--- config.mk ---
export PLATFORM = sky130hd
export DESIGN_NAME = vend_ctrl_param
export DESIGN_NICKNAME = d
export VERILOG_FILES = /design/src/rtl/vend_ctrl_param.sv
export SDC_FILE = /design/constraint.sdc
export NUM_CORES = 1
export LEC_CHECK = 0
export ABC_CLOCK_PERIOD_IN_PS = 7600
export CORE_ASPECT_RATIO = 1.25
export CORE_MARGIN = 2
export CORE_UTILIZATION = 45
export DETAILED_ROUTE_END_ITERATION = 10
export DONT_BUFFER_PORTS = 1
export PLACE_DENSITY = 0.66
export REMOVE_ABC_BUFFERS = 1
export SETUP_SLACK_MARGIN = 0.5
export SLEW_MARGIN = 5
export SYNTH_ARGS = -nofsm -noshare
export SYNTH_HDL_FRONTEND = slang
export SYNTH_SLANG_ARGS = --single-unit
--- constraint.sdc ---
create_clock -name clk -period 7.6 [get_ports clk]
set_input_delay 0.38 -clock clk [delete_from_list [all_inputs] [get_ports clk]]
set_output_delay 0.38 -clock clk [all_outputs]
set_load 0.05 [all_outputs]
--- src/rtl/vend_ctrl_param.sv ---
`default_nettype none
// ============================================================================
// Module      : vend_ctrl_param
// Description : Parametrised vending controller: select, quantity, pay,
//               dispense, cancel/refund and inactivity timeout, with stock.
//               Optional feature macro: VEND_CHANGE_EN (returns overpayment).
// Revision    : 1.0 - initial release
// ============================================================================
module vend_ctrl_param #(
    parameter int NUM_PRODUCTS   = 5,
    parameter int PRICE_W        = 4,
    parameter int QTY_MAX        = 3,
    parameter int AMT_W          = 8,
    parameter int INIT_STOCK     = 4,
    parameter int TIMEOUT_CYCLES = 1000
) (
    input  logic                            clk,
    input  logic                            reset,
    input  logic                            key_valid,
    input  logic [3:0]                      key_code,
    input  logic [NUM_PRODUCTS*PRICE_W-1:0] price_table,
    input  logic                            restock,
    output logic [AMT_W-1:0]                disp_value,
    output logic [2:0]                      disp_state,
    output logic                            dispense,
    output logic [2:0]                      dispense_id,
    output logic [3:0]                      dispense_qty,
    output logic [AMT_W-1:0]                change_amt,
    output logic                            change_valid,
    output logic                            sold_out
);

    localparam logic [3:0] c_KEY_OK     = 4'hF;
    localparam logic [3:0] c_KEY_CONF   = 4'hE;
    localparam logic [3:0] c_KEY_INC    = 4'hC;
    localparam logic [3:0] c_KEY_CANCEL = 4'hB;
    localparam logic [3:0] c_KEY_C1     = 4'h8;
    localparam logic [3:0] c_KEY_C5     = 4'h9;
    localparam logic [3:0] c_KEY_C10    = 4'hA;
    localparam logic [3:0] c_QTY_MAX    = 4'(QTY_MAX);
    localparam logic [3:0] c_INIT_STOCK = 4'(INIT_STOCK);
    localparam int         c_TMR_W      = $clog2(TIMEOUT_CYCLES + 1);
    localparam logic [c_TMR_W-1:0] c_TMR_LAST = c_TMR_W'(TIMEOUT_CYCLES - 1);

    typedef enum logic [2:0] {
        S_IDLE     = 3'd0,
        S_SELECT   = 3'd1,
        S_PRICE    = 3'd2,
        S_QTY      = 3'd3,
        S_TOTAL    = 3'd4,
        S_PAY      = 3'd5,
        S_DISPENSE = 3'd6
    } state_t;

    state_t                 r_state, w_state_nxt;
    logic [2:0]             r_sel, w_sel_nxt;
    logic [3:0]             r_qty, w_qty_nxt;
    logic [AMT_W-1:0]       r_total, w_total_nxt;
    logic [AMT_W-1:0]       r_amount, w_amount_nxt;
    logic [AMT_W-1:0]       r_change, w_change_nxt;
    logic [c_TMR_W-1:0]     r_timer, w_timer_nxt;
    logic [3:0]             r_stock [NUM_PRODUCTS];
    logic [3:0]             w_stock_nxt [NUM_PRODUCTS];

    logic [AMT_W-1:0]       w_disp_nxt;
    logic                   w_dispense_nxt;
    logic                   w_change_valid_nxt;
    logic [AMT_W-1:0]       w_change_amt_nxt;
    logic                   w_sold_out_nxt;

    logic [PRICE_W-1:0]     w_price_arr [NUM_PRODUCTS];
    logic [2:0]             w_sel_idx, w_nsel_idx, w_key_idx;
    logic [PRICE_W-1:0]     w_price_sel;
    logic [PRICE_W+3:0]     w_prod;
    logic [3:0]             w_stock_sel, w_qty_lim;
    logic                   w_key_in_range;
    logic                   w_is_coin;
    logic [AMT_W-1:0]       w_coin_val;
    logic [AMT_W:0]         w_amt_sum;
    logic [AMT_W-1:0]       w_amt_sat;
    logic                   w_active, w_active_nxt, w_timeout, w_cancel;
    logic                   w_key_ok;

    for (genvar g = 0; g < NUM_PRODUCTS; g++) begin : g_price
        assign w_price_arr[g] = price_table[g*PRICE_W +: PRICE_W];
    end

    assign w_sel_idx      = r_sel - 3'd1;
    assign w_nsel_idx     = w_sel_nxt - 3'd1;
    assign w_key_idx      = key_code[2:0] - 3'd1;
    assign w_key_in_range = (key_code != 4'd0) && (key_code <= 4'(NUM_PRODUCTS));
    assign w_price_sel    = w_price_arr[w_sel_idx];
    assign w_prod         = {4'b0, w_price_sel} * {{PRICE_W{1'b0}}, r_qty};
    assign w_stock_sel    = r_stock[w_sel_idx];
    assign w_qty_lim      = (c_QTY_MAX < w_stock_sel) ? c_QTY_MAX : w_stock_sel;
    assign w_key_ok       = key_valid && (key_code == c_KEY_OK);

    always_comb begin
        w_is_coin  = 1'b1;
        w_coin_val = '0;
        case (key_code)
            c_KEY_C1:  w_coin_val = AMT_W'(1);
            c_KEY_C5:  w_coin_val = AMT_W'(5);
            c_KEY_C10: w_coin_val = AMT_W'(10);
            default:   w_is_coin  = 1'b0;
        endcase
    end

    // Amount never wraps: a carry out of the adder pins it at full scale.
    assign w_amt_sum = {1'b0, r_amount} + {1'b0, w_coin_val};
    assign w_amt_sat = w_amt_sum[AMT_W] ? {AMT_W{1'b1}} : w_amt_sum[AMT_W-1:0];

    assign w_active  = (r_state != S_IDLE) && (r_state != S_DISPENSE);
    assign w_timeout = w_active && (r_timer == c_TMR_LAST);
    assign w_cancel  = w_active && (w_timeout || (key_valid && key_code == c_KEY_CANCEL));

    always_comb begin
        w_state_nxt        = r_state;
        w_sel_nxt          = r_sel;
        w_qty_nxt          = r_qty;
        w_total_nxt        = r_total;
        w_amount_nxt       = r_amount;
        w_change_nxt       = r_change;
        w_stock_nxt        = r_stock;
        w_dispense_nxt     = 1'b0;
        w_change_valid_nxt = 1'b0;
        w_change_amt_nxt   = '0;
        w_sold_out_nxt     = sold_out;

        if (w_cancel) begin
            w_state_nxt    = S_IDLE;
            w_qty_nxt      = 4'd0;
            w_amount_nxt   = '0;
            w_change_nxt   = '0;
            w_sold_out_nxt = 1'b0;
            if (r_amount != '0) begin
                w_change_valid_nxt = 1'b1;
                w_change_amt_nxt   = r_amount;
            end
        end else begin
            case (r_state)
                S_IDLE: begin
                    if (restock) begin
                        for (int i = 0; i < NUM_PRODUCTS; i++) begin
                            w_stock_nxt[i] = c_INIT_STOCK;
                        end
                    end
                    if (w_key_ok) begin
                        w_state_nxt = S_SELECT;
                    end
                end
                S_SELECT: begin
                    if (key_valid && w_key_in_range) begin
                        if (r_stock[w_key_idx] != 4'd0) begin
                            w_sel_nxt      = key_code[2:0];
                            w_state_nxt    = S_PRICE;
                            w_sold_out_nxt = 1'b0;
                        end else begin
                            w_sold_out_nxt = 1'b1;
                        end
                    end
                end
                S_PRICE: begin
                    if (w_key_ok) begin
                        w_qty_nxt   = 4'd1;
                        w_state_nxt = S_QTY;
                    end
                end
                S_QTY: begin
                    if (key_valid && key_code == c_KEY_INC) begin
                        if (r_qty < w_qty_lim) begin
                            w_qty_nxt = r_qty + 4'd1;
                        end
                    end else if (w_key_ok) begin
                        w_total_nxt = AMT_W'(w_prod);
                        w_state_nxt = S_TOTAL;
                    end
                end
                S_TOTAL: begin
                    if (key_valid && key_code == c_KEY_CONF) begin
                        w_amount_nxt = '0;
                        w_state_nxt  = S_PAY;
                    end
                end
                S_PAY: begin
                    if (key_valid && w_is_coin) begin
                        w_amount_nxt = w_amt_sat;
                    end else if (w_key_ok && (r_amount >= r_total)) begin
                        w_state_nxt               = S_DISPENSE;
                        w_dispense_nxt            = 1'b1;
                        w_stock_nxt[w_sel_idx]    = w_stock_sel - r_qty;
`ifdef VEND_CHANGE_EN
                        w_change_nxt = r_amount - r_total;
                        if (r_amount != r_total) begin
                            w_change_valid_nxt = 1'b1;
                            w_change_amt_nxt   = r_amount - r_total;
                        end
`else
                        w_change_nxt = '0;
`endif
                    end
                end
                S_DISPENSE: begin
                    if (w_key_ok) begin
                        w_state_nxt  = S_IDLE;
                        w_qty_nxt    = 4'd0;
                        w_amount_nxt = '0;
                        w_change_nxt = '0;
                    end
                end
                default: begin
                    w_state_nxt = S_IDLE;
                end
            endcase
        end

        // Display follows the state being entered so it lines up with disp_state.
        case (w_state_nxt)
            S_PRICE:    w_disp_nxt = AMT_W'(w_price_arr[w_nsel_idx]);
            S_QTY:      w_disp_nxt = AMT_W'(w_qty_nxt);
            S_TOTAL:    w_disp_nxt = w_total_nxt;
            S_PAY:      w_disp_nxt = w_amount_nxt;
            S_DISPENSE: w_disp_nxt = w_change_nxt;
            default:    w_disp_nxt = '0;
        endcase
    end

    assign w_active_nxt = (w_state_nxt != S_IDLE) && (w_state_nxt != S_DISPENSE);

    always_comb begin
        w_timer_nxt = r_timer + c_TMR_W'(1);
        if (key_valid || w_timeout || !w_active_nxt) begin
            w_timer_nxt = '0;
        end
    end

    always_ff @(posedge clk or negedge reset) begin
        if (!reset) begin
            r_state      <= S_IDLE;
            r_sel        <= 3'd0;
            r_qty        <= 4'd0;
            r_total      <= '0;
            r_amount     <= '0;
            r_change     <= '0;
            r_timer      <= '0;
            for (int i = 0; i < NUM_PRODUCTS; i++) begin
                r_stock[i] <= c_INIT_STOCK;
            end
            disp_value   <= '0;
            dispense     <= 1'b0;
            dispense_id  <= 3'd0;
            dispense_qty <= 4'd0;
            change_amt   <= '0;
            change_valid <= 1'b0;
            sold_out     <= 1'b0;
        end else begin
            r_state      <= w_state_nxt;
            r_sel        <= w_sel_nxt;
            r_qty        <= w_qty_nxt;
            r_total      <= w_total_nxt;
            r_amount     <= w_amount_nxt;
            r_change     <= w_change_nxt;
            r_timer      <= w_timer_nxt;
            r_stock      <= w_stock_nxt;
            disp_value   <= w_disp_nxt;
            dispense     <= w_dispense_nxt;
            dispense_id  <= w_dispense_nxt ? r_sel : 3'd0;
            dispense_qty <= w_dispense_nxt ? r_qty : 4'd0;
            change_amt   <= w_change_amt_nxt;
            change_valid <= w_change_valid_nxt;
            sold_out     <= w_sold_out_nxt;
        end
    end

    assign disp_state = r_state;

endmodule
`default_nettype wire

==> results.cfg <==
[synth]
yosys_warnings = 0
synth.cell_area_um2 = 5810
synthDistinctLibCells = 74
synth.area.top_cells = dfrtp_1 37%, ha_1 8.0%, nor2_1 3.7%
synth_cells = 604
ys_seq_area_share_pct = 38.9
synth_top_cell_by_area = dfrtp_1
synth-async-reset-ratio_pct = 100
yosysTopAreaCellShare_pct = 36.6
synth_edf_count = 0
yosys_register_bits = 90
syn_avg_cell_area_um2 = 9.61
synth_ff_type = dfrtp_1

[place]
place_ws_ns = 2.18
place_inst = 757
place_congestion = 0.917
hpwl_um = 11600
placed_area_um2 = 5970
io_buffers = 0

[critical_path]
cp_slowest_cell = xnor2_1
start_kind = register
worst-path-max-fanout = 20
crit_family = adder cells
crit_top_cell = a21oi_1
crit_type = reg2reg
slowest_delay_ns = 0.80
critPathArrivalTime_ns = 5.74
path_buf_inv = 3
cp_cell_sequence = buf_4 -> inv_1 -> ha_1 -> xnor2_1 -> nand2_1 -> a21oi_1 -> a31o_2 -> a21oi_1 -> nand2b_1 -> fa_1 -> fa_1 -> inv_1 -> ha_1 -> a21o_1 -> a21oi_1 -> o21bai_1 -> a21oi_1 -> xor2_1 -> o21ai_0 -> mux2i_1 -> o21ai_0
worst_setup_path_end_kind = register
critPathRequiredTime_ns = 7.86

[final_layout]
utilization_pct = 49.9
drive_gt1_share_pct = 9.88
antenna_cells = 0
design_area_um2 = 6320
nets = 673
syn_to_final_growth_pct = 8.92
stdcell_count = 775

[global_routing]
grt_use_met1_pct = 25.7
grt_max_degree = 91
grt.overflow.total = 0
grt_use_met2_pct = 41.7
grt_pass1_wl_um = 24200
use_met3_pct = 5.46
grt-busiest-layer = met2
antenna_found_initial = 0
grt_pass1_vias = 4624
track_usage_pct = 22.7

[floorplan]
fp.dieArea_um2 = 13800
initial_core_util_pct = 45.8
die_h_um = 131
die_w_um = 106
rows = 46
core_area_um2 = 12700
num_io_pins = 57

[sta]
hold_viol = 0
max_freq_ghz = 0.183
slew_headroom_pct = 33.8
fin_crit_sh_pct = 72.0
fin_worst_skew_ns = 0.0116
rsz0062_at_grt = no
slew_viol_final = 0
min_period_ns = 5.48
setup_viol = 0
tns_ns = 0
finalWorstSetupSlack_ns = 2.12
tightest_slew_ns = 0.986

[power]
power_density_nw_per_um2 = 313
p_leak_uw = 0.00282
ir_drop_mv = 0.205

[routing]
vias_per_cell = 5.99
route.detailed.drc = 0
final_antenna_net_count = 0
vias = 4640
wl_per_cell_um = 19.4
first_pass_iters = 5
postRouteWirelength_um = 15100
initialDrtViolationCount = 296

[flow_run]
maxCapViolCount = 0

[status]
status = finished, final reports clean

[clocking]
cts.path.max_buffers = 2
cts_root_buf = clkbuf_16
htreeDepth = 3
clkSlewWorstSetupHoldPaths_ns = 0.07
clock_latency_ns = 0.35
numClockSinks = 90
cts_tree = yes
cts_buffers = 9

[worst_hold_path]
holdCritPathClass = in2reg
## layout by cell type, fill, tap and decap left out, drive strengths merged, types with 8 or more instances in the layout
master  instances
ha             37
nor2b          10
mux2           10
nand2          38
nor3           19
dfrtp          85
a21oi          27
clkbuf         10
a22o           15
and2           24
xor2           13
inv            42
xnor2           8
nor2           58
nand3          12
mux2i          18
o21ai          38
## where the power goes
part | total [uW] | internal (uW) | switching, uW
Clock | 480 | 289 | 190
Sequential | 623 | 514 | 108
Combinational | 878 | 337 | 541
Total | 1980 | 1140 | 840
## layer usage
| layer | wire, um | vias to the layer above |
|---|---|---|
| li1 | - | 2188 |
| met1 | 5870 | 2296 |
| met2 | 7920 | 124 |
| met3 | 808 | 32 |
| met4 | 452 | 0 |
| met5 | 0 | - |
## metrics by stage
step                hold WS, ns  total power [uW]
floorplan                0.0844              1270
global placement         0.0874              1470
detailed placement       0.0887              1490
CTS                       0.193              1990
global route              0.208              2120
finish                    0.201              1980
## path summary, 6_finish.rpt
check | cells after the start | from | slack [ns] | endpoint
worst max-delay path | 21 | r_sel[0] | 2.12 | disp_value[7]
worst min-delay path | 2 | key_code[1] | 0.20 | r_sel[1]
worst max register to register | 21 | r_sel[0] | 2.12 | disp_value[7]
worst min register to register | 2 | r_stock[10] | 0.48 | r_stock[10]
max in group asynchronous | 2 | reset | 6.56 | r_stock[2]
min in group asynchronous | 2 | reset | 0.65 | r_total[6]
## timing repair
action                                 in CTS  in global routing
buffers inserted                            0                  0
endpoints found under the hold margin      90                  0
gates resized for setup                     0                  0
hold buffers                                2                  0
## registers in the layout, summed over array words and instances (netlist names)
signal	count
change_valid	1
r_timer	10
r_total	8
disp_value	8
r_sel	3
dispense_id	3
dispense	1
disp_state	3
change_amt	8
r_change	8
r_qty	4
dispense_qty	4
r_amount	8
r_stock	20
sold_out	1
## synth_stat cells, types with 6 or more instances
master and instances:
nor2b_1 10, xor2_1 12, a22o_1 15, fa_1 6, xnor2_1 8, a32oi_1 6
dfrtp_1 85, o21a_1 6, mux2_2 9, and2_1 24, a21o_1 6, nand3_1 12
nor3_1 19, ha_1 37, a21oi_1 27, mux2i_1 17, o21ai_0 36, nor2_1 57
nand2b_1 7, clkbuf_1 14, a31o_2 7, nand2_1 38, inv_1 41
## cells by family after synthesis
group | synth area share (%)
compound gates | 17.3
mux | 7.11
fa+ha+maj | 10.0
buf+inv | 4.33
simple gates | 19.0
flops | 38.9
xor+xnor | 3.30
## layout make-up
class	instances	area, um2
fill	1176	6340
multi-input combinational	451	3300
sequential	90	2260
clock buffer	10	229
tap	168	210
inverter	42	158
clock inverter	6	90.1
timing repair buffer	8	82.6
Note: power is estimated with default switching activity, not from simulation.
